--- src/rtl/pitch_shift_pkg.sv ---
// Shared types and constants for the pitch-shift STFT front end.
// Holds the frame-scheduler state encoding and the hop-length derivation.
package pitch_shift_pkg;

  localparam int unsigned DEFAULT_ADDRWIDTH = 12;

  typedef enum logic [1:0] {
    IDLE   = 2'd0,
    FILL   = 2'd1,
    STREAM = 2'd2
  } frame_state_t;

  // Hop is half the window: 50% overlap between consecutive frames.
  function automatic int unsigned hop_len(input int unsigned addrwidth);
    return (32'd1 << addrwidth) >> 1;
  endfunction

endpackage

--- src/rtl/stft_frame_scheduler_if.sv ---
// Sample-in / window-out handshake bundle for the STFT frame scheduler.
// The slave modport is the scheduler's view; master is the surrounding system.
interface stft_frame_scheduler_if
  import pitch_shift_pkg::*;
#(
  parameter int unsigned ADDRWIDTH = DEFAULT_ADDRWIDTH
);

  logic                 sample_valid;
  logic                 sample_ready;
  logic                 out_ready;
  logic                 enqueue;
  logic                 dequeue;
  logic                 out_valid;
  logic                 out_first;
  logic                 out_last;
  logic [ADDRWIDTH-1:0] window_index;

  modport master (
    output sample_valid,
    output out_ready,
    input  sample_ready,
    input  enqueue,
    input  dequeue,
    input  out_valid,
    input  out_first,
    input  out_last,
    input  window_index
  );

  modport slave (
    input  sample_valid,
    input  out_ready,
    output sample_ready,
    output enqueue,
    output dequeue,
    output out_valid,
    output out_first,
    output out_last,
    output window_index
  );

endinterface

--- src/rtl/stft_frame_scheduler.sv ---
// Schedules 50%-overlap STFT frames over a window FIFO: counts buffered samples,
// streams N-sample windows on consumer credit and retires H samples per frame.
module stft_frame_scheduler
  import pitch_shift_pkg::*;
#(
  parameter int unsigned ADDRWIDTH = DEFAULT_ADDRWIDTH
)(
  input  logic                   clock,
  input  logic                   reset,
  input  logic                   enable,
  stft_frame_scheduler_if.slave  bus,
  output logic                   overrun
);

  localparam int unsigned           N        = 32'd1 << ADDRWIDTH;
  localparam int unsigned           H        = hop_len(ADDRWIDTH);
  localparam logic [ADDRWIDTH:0]    OCC_FULL = (ADDRWIDTH+1)'(N);
  localparam logic [ADDRWIDTH:0]    OCC_HOP  = (ADDRWIDTH+1)'(H);
  localparam logic [ADDRWIDTH:0]    OCC_ONE  = (ADDRWIDTH+1)'(1);
  localparam logic [ADDRWIDTH-1:0]  IDX_ONE  = ADDRWIDTH'(1);
  localparam logic [ADDRWIDTH-1:0]  IDX_LAST = '1;

  frame_state_t           r_state;
  frame_state_t           w_next_state;
  logic [ADDRWIDTH:0]     r_occ;
  logic [ADDRWIDTH-1:0]   r_rd_idx;
  logic                   r_out_valid;
  logic                   r_out_first;
  logic                   r_out_last;
  logic [ADDRWIDTH-1:0]   r_window_index;
  logic                   r_overrun;

  logic                   w_sample_ready;
  logic                   w_enqueue;
  logic                   w_dequeue;
  logic                   w_frame_done;

  assign w_sample_ready = (r_occ < OCC_FULL);
  assign w_enqueue      = bus.sample_valid && w_sample_ready;
  assign w_frame_done   = w_dequeue && (r_rd_idx == IDX_LAST);

  // enable is only sampled at the last beat in STREAM, so frames never truncate.
  always_comb begin
    w_next_state = r_state;
    w_dequeue    = 1'b0;
    unique case (r_state)
      IDLE: begin
        if (enable) w_next_state = FILL;
      end
      FILL: begin
        if (!enable)                 w_next_state = IDLE;
        else if (r_occ == OCC_FULL)  w_next_state = STREAM;
      end
      STREAM: begin
        w_dequeue = bus.out_ready;
        if (bus.out_ready && (r_rd_idx == IDX_LAST))
          w_next_state = enable ? FILL : IDLE;
      end
      default: w_next_state = IDLE;
    endcase
  end

  always_ff @(posedge clock) begin
    if (reset) r_state <= IDLE;
    else       r_state <= w_next_state;
  end

  // occ never enqueues while full, so the hop subtraction and an increment cannot coincide.
  always_ff @(posedge clock) begin
    if (reset) begin
      r_occ          <= '0;
      r_rd_idx       <= '0;
      r_out_valid    <= 1'b0;
      r_out_first    <= 1'b0;
      r_out_last     <= 1'b0;
      r_window_index <= '0;
      r_overrun      <= 1'b0;
    end else begin
      if (w_frame_done)   r_occ <= r_occ - OCC_HOP;
      else if (w_enqueue) r_occ <= r_occ + OCC_ONE;

      if (w_dequeue) begin
        r_rd_idx       <= r_rd_idx + IDX_ONE;
        r_window_index <= r_rd_idx;
      end

      r_out_valid <= w_dequeue;
      r_out_first <= w_dequeue && (r_rd_idx == '0);
      r_out_last  <= w_frame_done;

      if (bus.sample_valid && !w_sample_ready) r_overrun <= 1'b1;
    end
  end

  assign bus.sample_ready = w_sample_ready;
  assign bus.enqueue      = w_enqueue;
  assign bus.dequeue      = w_dequeue;
  assign bus.out_valid    = r_out_valid;
  assign bus.out_first    = r_out_first;
  assign bus.out_last     = r_out_last;
  assign bus.window_index = r_window_index;
  assign overrun          = r_overrun;

endmodule

--- src/flat_wrapper.sv ---
// flat-port wrapper written by rule: the top's interface ports become plain ports
module stft_frame_scheduler_flat import pitch_shift_pkg::*;
#(
  parameter int unsigned ADDRWIDTH = DEFAULT_ADDRWIDTH
)
  (clock, reset, enable, overrun, bus_sample_valid, bus_out_ready, bus_sample_ready, bus_enqueue, bus_dequeue, bus_out_valid, bus_out_first, bus_out_last, bus_window_index);
  stft_frame_scheduler_if #(.ADDRWIDTH(ADDRWIDTH)) bus_i ();
  input  logic clock;
  input  logic reset;
  input  logic enable;
  output logic overrun;
  input wire logic [$bits(bus_i.sample_valid)-1:0] bus_sample_valid;
  input wire logic [$bits(bus_i.out_ready)-1:0] bus_out_ready;
  output wire logic [$bits(bus_i.sample_ready)-1:0] bus_sample_ready;
  output wire logic [$bits(bus_i.enqueue)-1:0] bus_enqueue;
  output wire logic [$bits(bus_i.dequeue)-1:0] bus_dequeue;
  output wire logic [$bits(bus_i.out_valid)-1:0] bus_out_valid;
  output wire logic [$bits(bus_i.out_first)-1:0] bus_out_first;
  output wire logic [$bits(bus_i.out_last)-1:0] bus_out_last;
  output wire logic [$bits(bus_i.window_index)-1:0] bus_window_index;
  assign bus_i.sample_valid = bus_sample_valid;
  assign bus_i.out_ready = bus_out_ready;
  assign bus_sample_ready = bus_i.sample_ready;
  assign bus_enqueue = bus_i.enqueue;
  assign bus_dequeue = bus_i.dequeue;
  assign bus_out_valid = bus_i.out_valid;
  assign bus_out_first = bus_i.out_first;
  assign bus_out_last = bus_i.out_last;
  assign bus_window_index = bus_i.window_index;
  stft_frame_scheduler #(.ADDRWIDTH(ADDRWIDTH)) u_core (.clock(clock), .reset(reset), .enable(enable), .bus(bus_i), .overrun(overrun));
endmodule
--- config.mk ---
export PLATFORM = sky130hd
export DESIGN_NAME = stft_frame_scheduler_flat
export DESIGN_NICKNAME = d
export VERILOG_FILES = /design/src/rtl/pitch_shift_pkg.sv /design/src/rtl/stft_frame_scheduler_if.sv /design/src/rtl/stft_frame_scheduler.sv /design/src/flat_wrapper.sv
export SDC_FILE = /design/constraint.sdc
export NUM_CORES = 1
export LEC_CHECK = 0
export ABC_AREA = 1
export CAP_MARGIN = 0
export CORE_AREA = 4 4 79 81
export DETAILED_ROUTE_END_ITERATION = 6
export DIE_AREA = 0 0 83 85
export PLACE_DENSITY = 0.55
export SYNTH_ARGS = -nofsm -noshare
export SYNTH_HDL_FRONTEND = slang
export SYNTH_SLANG_ARGS = --single-unit
--- constraint.sdc ---
create_clock -name clock -period 3.7 [get_ports clock]
set_input_delay 0.555 -clock clock [delete_from_list [all_inputs] [get_ports clock]]
set_output_delay 0.555 -clock clock [all_outputs]
set_load 0.01 [all_outputs]
==> results.md <==
* CP Capture Type: output port
* Finished Core Util at a little under half
* Slew margin rel. at between 60% and 70%
* CTS tree: done
* Worst path required time at 3.14 ns
* Final Skew at about 0.0094 ns
* GRT Resource Usage Total at around 15%
* Clock Tree Root: clkbuf_8
* Leak at roughly 0.89 nW
* Critical path launch point type: primary input
* Post-Synth Adder-Cell Area at between 2 and 2.5%
* Sw frac at a little under a quarter
* Top-count cell post-synth: nand2_1
* Yosys top cell area share at 39.5%
* Logic pwr share at 4.5%
* Hold-fix buffers at CTS at 0
* Final ANT Viol Nets at 0
* Placed Instance Area at between 0.002 and 0.0025 mm2
* Async SR Flop Fraction at 0%
* # fillers at between 500 and 600
* Post-synthesis mux area share at 0%
* Syn Nets at 320
* Rows at 27
* Pin count of the biggest net entering global routing at 29
* Final nets at approximately 340
* Reg clk slew, reported paths at roughly 0.080 ns
* Post-synthesis simple-gate area fraction at approximately 36%
* Netlist cell types at 29
* EDFF count, synth at 0
* H-tree lvl count at 2
* Post-Syn Area at around 0.0022 mm2
* Die W at slightly above 80 um
* Fmax at 380 MHz
* Post-Synth XOR/XNOR Area at roughly 2.4%
* Clk pwr share at ~36%
* Synth Area in Compound Gates at between 10% and 20%
* PortBufs at 23
* Post-synthesis sequential area ratio at about 40%
* Sequential share of power at between 50% and 60%
* Setup Fix Bufs, Post-CTS at 0
* Clock Latency Late Sink at approximately 0.3 ns
* Count of boundary I/O pins at 24
* Max rail drop VDD at about 0.00016 V
* Flops & latches, synth at 43
* Iter 0 DRT Violations at about 80
* Final Max Tran Viols at 0
* Synth Flop Type: dfxtp_1
* Top cells by count, synth: nand2_1, dfxtp_1, nor2_1, nand3_1, inv_1
* Largest family of logic cells by synthesized area: simple AND/OR/NAND/NOR gates
* Layout cell share with drive strength beyond 1 at 10.3%
* Yosys warnings at 0
* Sw power at 0.187 mW
* Setup violators final at 0
* Vias at approximately 1900
* Placer congestion estimate at a little under 0.8
* Post-route cell area at 0.00253 mm2
* Avg Inst Size Synth at roughly 7 um2
* Wire per inst at roughly 12 um
* HPWL after DPL at between 3000 and 4000 um
* Core Area at 0.00547 mm2
* DRC Markers at 0
* Critical Path Fanout Max at 11
* Pint at around 0.60 mW
* Congestion Overflow GR at 0
* Num CTS Buffers at 5
* Synth area leaders: dfxtp_1, nand2_1, nor2_1
* Area grow syn2layout at 15.9%
* Setup CP Type: in -> out
* Synth Instances at between 300 and 400
* Antenna cells at 0
* Resize count post-CTS at 0
* Chip Height at 85 um
* Deepest clock path buffer count at 2
* Outcome: complete, no violations
* Die area at a little over 0.007 mm2
* Maxcap violations at 0
* Vias per inst at approximately 4.7
* Minimum clock period at roughly 2.6 ns
* Period utilization at roughly 71%
* Initial antenna violation count at 0
* Critical path data arrival time at 2.07 ns
* Fin. Hold Viols at 0
* Initial Utilization at between 30% and 40%
* First-pass GRT wire length at 8530 um
* Worst slew pin tran at 0.466 ns
* Clock Sinks at 43
* WL final at roughly 4800 um
* Vias in the first global route at 1897
* Top cell type by total area after synthesis: dfxtp_1
* RSZ-0062 raised after global routing: false
* Drt first pass iters at 4
* Hold crit path type: reg -> reg
* TNS Setup at 0 ns
* PwrDens at about 310 mW/mm2
[kinds of logic (layout without fill, tap and decap cells)]
group                    after synthesis  after routing
AND/OR/NAND/NOR                      174            174
AO/OA/AOI/OAI                         44             44
flip-flops                            43             43
buffers and inverters                 40             60
XOR/XNOR                               6              6
adder cells (fa/ha/maj)                4              4
[power by group through the flow]
stage               Sequential [mW]  Clock, mW  Combinational [mW]
floorplan                     0.479          0              0.0269
global placement              0.480          0              0.0365
detailed placement            0.480          0              0.0366
CTS                           0.469      0.298              0.0367
global route                  0.469      0.314              0.0408
finish                        0.469      0.286              0.0360
[worst paths after layout]
path	from	endpoint	slack [ns]	cells after the start
min	u_core.bus.window_index[3]$_SDFFE_PP0P_	u_core.bus.window_index[3]$_SDFFE_PP0P_	0.46	2
max	bus_sample_valid	bus_enqueue	1.07	4
max reg2reg	u_core.r_rd_idx[0]$_SDFFE_PP0P_	u_core.r_occ[2]$_SDFFE_PP0P_	1.84	9
min reg2reg	u_core.bus.window_index[3]$_SDFFE_PP0P_	u_core.bus.window_index[3]$_SDFFE_PP0P_	0.46	2
[area by class of cell]
class	instances	area (um2)	share of cell area, %
clock buffers	5	68.8	2.72
multi-input cells	228	1150	45.3
repair buffers	25	245	9.70
flip-flops and latches	43	861	34.1
inverters	29	109	4.31
well taps	72	90.1	3.56
clock inverters	1	7.51	0.297
[stage by stage]
step | hold WS, ns | total power, mW | setup WS (ns) | cells
after floorplan | 0.471 | 0.506 | 2.02 | 311
after global placement | 0.452 | 0.516 | 1.04 | 397
after detailed placement | 0.456 | 0.516 | 1.07 | 397
after CTS | 0.469 | 0.803 | 1.06 | 403
after global routing | 0.490 | 0.825 | 1.01 | 403
final | 0.465 | 0.791 | 1.07 | 403
[state kept, by name, summed over array words and instances, names as in the netlist]
name / flops
u_core.bus.out_first: 1
u_core.r_occ: 13
u_core.bus.out_valid: 1
u_core.bus.out_last: 1
u_core.r_rd_idx: 12
u_core.bus.window_index: 12
u_core.r_state: 2
u_core.overrun: 1
[worst max-delay path, stage by stage]
cell             delay [ns]
clkdlybuf4s50_1        0.48
nand2_1                0.09
inv_1                  0.32
clkdlybuf4s50_1        0.62
[layer usage]
metal / global-route usage, % / vias to the layer above / wire (um)
met2: 25.4 / 18 / 2300
met1: 17.6 / 831 / 2260
met4: 4.61 / 0 / 86
met5: 0 / - / 0
met3: 4.08 / 9 / 114
li1: - / 1047 / -
[placed cells by master (no fill, tap or decap), drive strengths merged, types with 2 or more instances in the layout]
| cell type | instances |
|---|---|
| buf | 2 |
| nand3 | 26 |
| a21oi | 32 |
| dfxtp | 43 |
| nor3 | 6 |
| clkbuf | 5 |
| nand3b | 2 |
| inv | 28 |
| o21ai | 11 |
| ha | 4 |
| nor2 | 42 |
| xor2 | 6 |
| nand4 | 10 |
| nand2 | 85 |
| clkdlybuf4s50 | 23 |
(Power assumes the default switching activity.)
==> edit: new RTL, config.mk and constraints unchanged <==
Re-encode `frame_state_t` (3 states) as one-hot, 3 bits wide.
--- a/src/rtl/pitch_shift_pkg.sv
+++ b/src/rtl/pitch_shift_pkg.sv
@@ -4,10 +4,10 @@
 
   localparam int unsigned DEFAULT_ADDRWIDTH = 12;
 
-  typedef enum logic [1:0] {
-    IDLE   = 2'd0,
-    FILL   = 2'd1,
-    STREAM = 2'd2
+  typedef enum logic [2:0] {
+    IDLE   = 3'b001,
+    FILL   = 3'b010,
+    STREAM = 3'b100
   } frame_state_t;
 
   // Hop is half the window: 50% overlap between consecutive frames.
Function: no difference found for any inputs over 10 cycles, from zero or initial values and one cycle with reset high; not proved beyond that.
==> edit against the original RTL <==
- clock skew is 0.0028 ns lower
- wire length is 0.46% lower
- register-to-register slack better by 0.15 ns
- die area stayed put
- area after synthesis is 2.3% lower
- cell area is 0.40% lower
- setup slack worse by 0.14 ns
- first-iteration DRC count is 4.9% lower
- fmax is 5.2% lower
- synthesized cell count is 0.96% lower
- sequential cell count is 1 higher
- critical path type unchanged
- highest routed layer unchanged
Power is not compared: it rests on default switching activity, and its combinational part moved more than twofold at a synthesized area within 25%.
==> edit: results (changes against the original RTL) <==
.. list-table::
   :header-rows: 1

   * - Metric
     - Value
   * - Actual transition at the worst max-transition pin
     - 0.7514 ns (+0.2854 ns)
   * - Largest delay contributor family on the critical path
     - buffers and inverters
   * - Worst hold path class
     - reg -> reg
   * - Hpwl dp
     - 3.419 mm (about the same)
   * - Final WL
     - 4.733 mm (-0.46%)
   * - Synth area leaders
     - sky130_fd_sc_hd__dfxtp_1 41%, sky130_fd_sc_hd__nand2_1 12%, sky130_fd_sc_hd__nor2_1 7.8%
   * - Pin count of the biggest net entering global routing
     - 28 (-3.4%)
   * - Routed WL per cell
     - 11.69 µm (-0.95%)
   * - Slowest cell delay on critical path
     - 0.61 ns
   * - Status
     - finished, final reports clean
   * - Root buffer cell
     - sky130_fd_sc_hd__clkbuf_8
   * - Overall global routing resource usage
     - 13.86% (-0.80 points)
   * - Routability cong.
     - 0.8430 (+8.0%)
   * - Detail Route met2 WL
     - 2.155 mm (-6.2%)
   * - Sequential cell area fraction in the yosys report
     - 41.34% (+1.9 points)
   * - Signal arrival time at the worst endpoint
     - 2.22 ns (+0.15 ns)
   * - Post-Syn Instances
     - 308 (-0.96%)
   * - Slowest cell on crit path
     - sky130_fd_sc_hd__clkdlybuf4s50_1
   * - Number of antenna diodes
     - 0 (unchanged)
   * - Met2 global-route usage
     - 23.18% (-2.3 points)
   * - Via count of the first global-routing pass
     - 1,829 (-3.6%)
   * - Share of final-layout standard cells stronger than drive strength 1
     - 6.306% (-4.0 points)
   * - Max Clock Skew
     - 0.006566 ns (-0.002833 ns)
   * - DRT iter0 DRCs
     - 77 (-4.9%)
   * - Global-route wire length before repair
     - 8.217 mm (-3.6%)
   * - Register with the most flip-flops
     - u_core.r_occ
   * - Number of clock buffers inserted by TritonCTS
     - 5 (unchanged)
   * - Synth cell types
     - 25 (-14%)
   * - Cell types with the highest counts after synthesis
     - 70 x sky130_fd_sc_hd__nand2_1, 44 x sky130_fd_sc_hd__dfxtp_1, 44 x sky130_fd_sc_hd__nor2_1, 36 x sky130_fd_sc_hd__inv_1, 30 x sky130_fd_sc_hd__a21oi_1
   * - Largest driver fanout on the critical path
     - 21 (+10)
   * - Met1 Usage GRT
     - 17.69% (+0.10 points)
   * - Syn_nets
     - 317 (-0.94%)
   * - Wire length on met1
     - 2.387 mm (+5.7%)
   * - Clock latency of the later-clocked register in the worst-skew pair
     - 0.29 ns
   * - Via count
     - 1,908 (+0.16%)
   * - Met3 layer usage reported by global route
     - 3.495% (-0.58 points)
   * - Total met3 wirelength after detailed routing
     - 154 µm (+35%)
   * - Number of flip-flops in the largest register
     - 13 (unchanged)
==> edit: cell count changes after synthesis, moves of 7 or more <==
cell,unedited run,this run
sky130_fd_sc_hd__inv_1,25,36
sky130_fd_sc_hd__a21oi_2,9,0
sky130_fd_sc_hd__a21oi_1,23,30
sky130_fd_sc_hd__o21ai_0,5,20
sky130_fd_sc_hd__nand2_2,9,0
==> edit: cells by family after synthesis <==
kind of cell,share of synthesized area [%]
flip-flops,41.34
XOR/XNOR,2.056
buffers and inverters,8.279
AO/OA/AOI/OAI,11.98
AND/OR/NAND/NOR,34.00
adder cells (fa/ha/maj),2.349
==> edit: metrics by stage <==
| stage | worst slack (ns) | hold WS (ns) | instance area (µm²) | total power, mW |
|---|---|---|---|---|
| 2_1_floorplan | 2.195 | 0.4568 | 2131 | 0.5782 |
| 3_3_place_gp | 0.9136 | 0.4491 | 2425 | 0.6031 |
| 3_5_place_dp | 0.9118 | 0.4522 | 2425 | 0.6021 |
| 4_1_cts | 0.8976 | 0.4732 | 2517 | 0.9214 |
| 5_1_grt | 0.8170 | 0.5084 | 2517 | 0.9497 |
| 6_report | 0.9268 | 0.4708 | 2517 | 0.9047 |
==> edit: worst paths after layout <==
kind                     endpoint               from  cells past startpoint  slack, ns
setup / recovery      bus_dequeue      bus_out_ready                      4       0.93
setup reg to reg  u_core.r_occ[1]  u_core.r_state[0]                      7       1.99
hold reg to reg    u_core.overrun     u_core.overrun                      2       0.47
hold / removal     u_core.overrun     u_core.overrun                      2       0.47
==> edit: area by class of cell <==
class | count | area [µm²]
Inverter | 38 | 142.6
Tap cell | 72 | 90.09
Clock buffer | 6 | 82.58
Fill cell | 584 | 2955
Multi-Input combinational cell | 219 | 1074
Timing Repair Buffer | 24 | 237.7
Sequential cell | 44 | 880.8
Clock inverter | 2 | 10.01
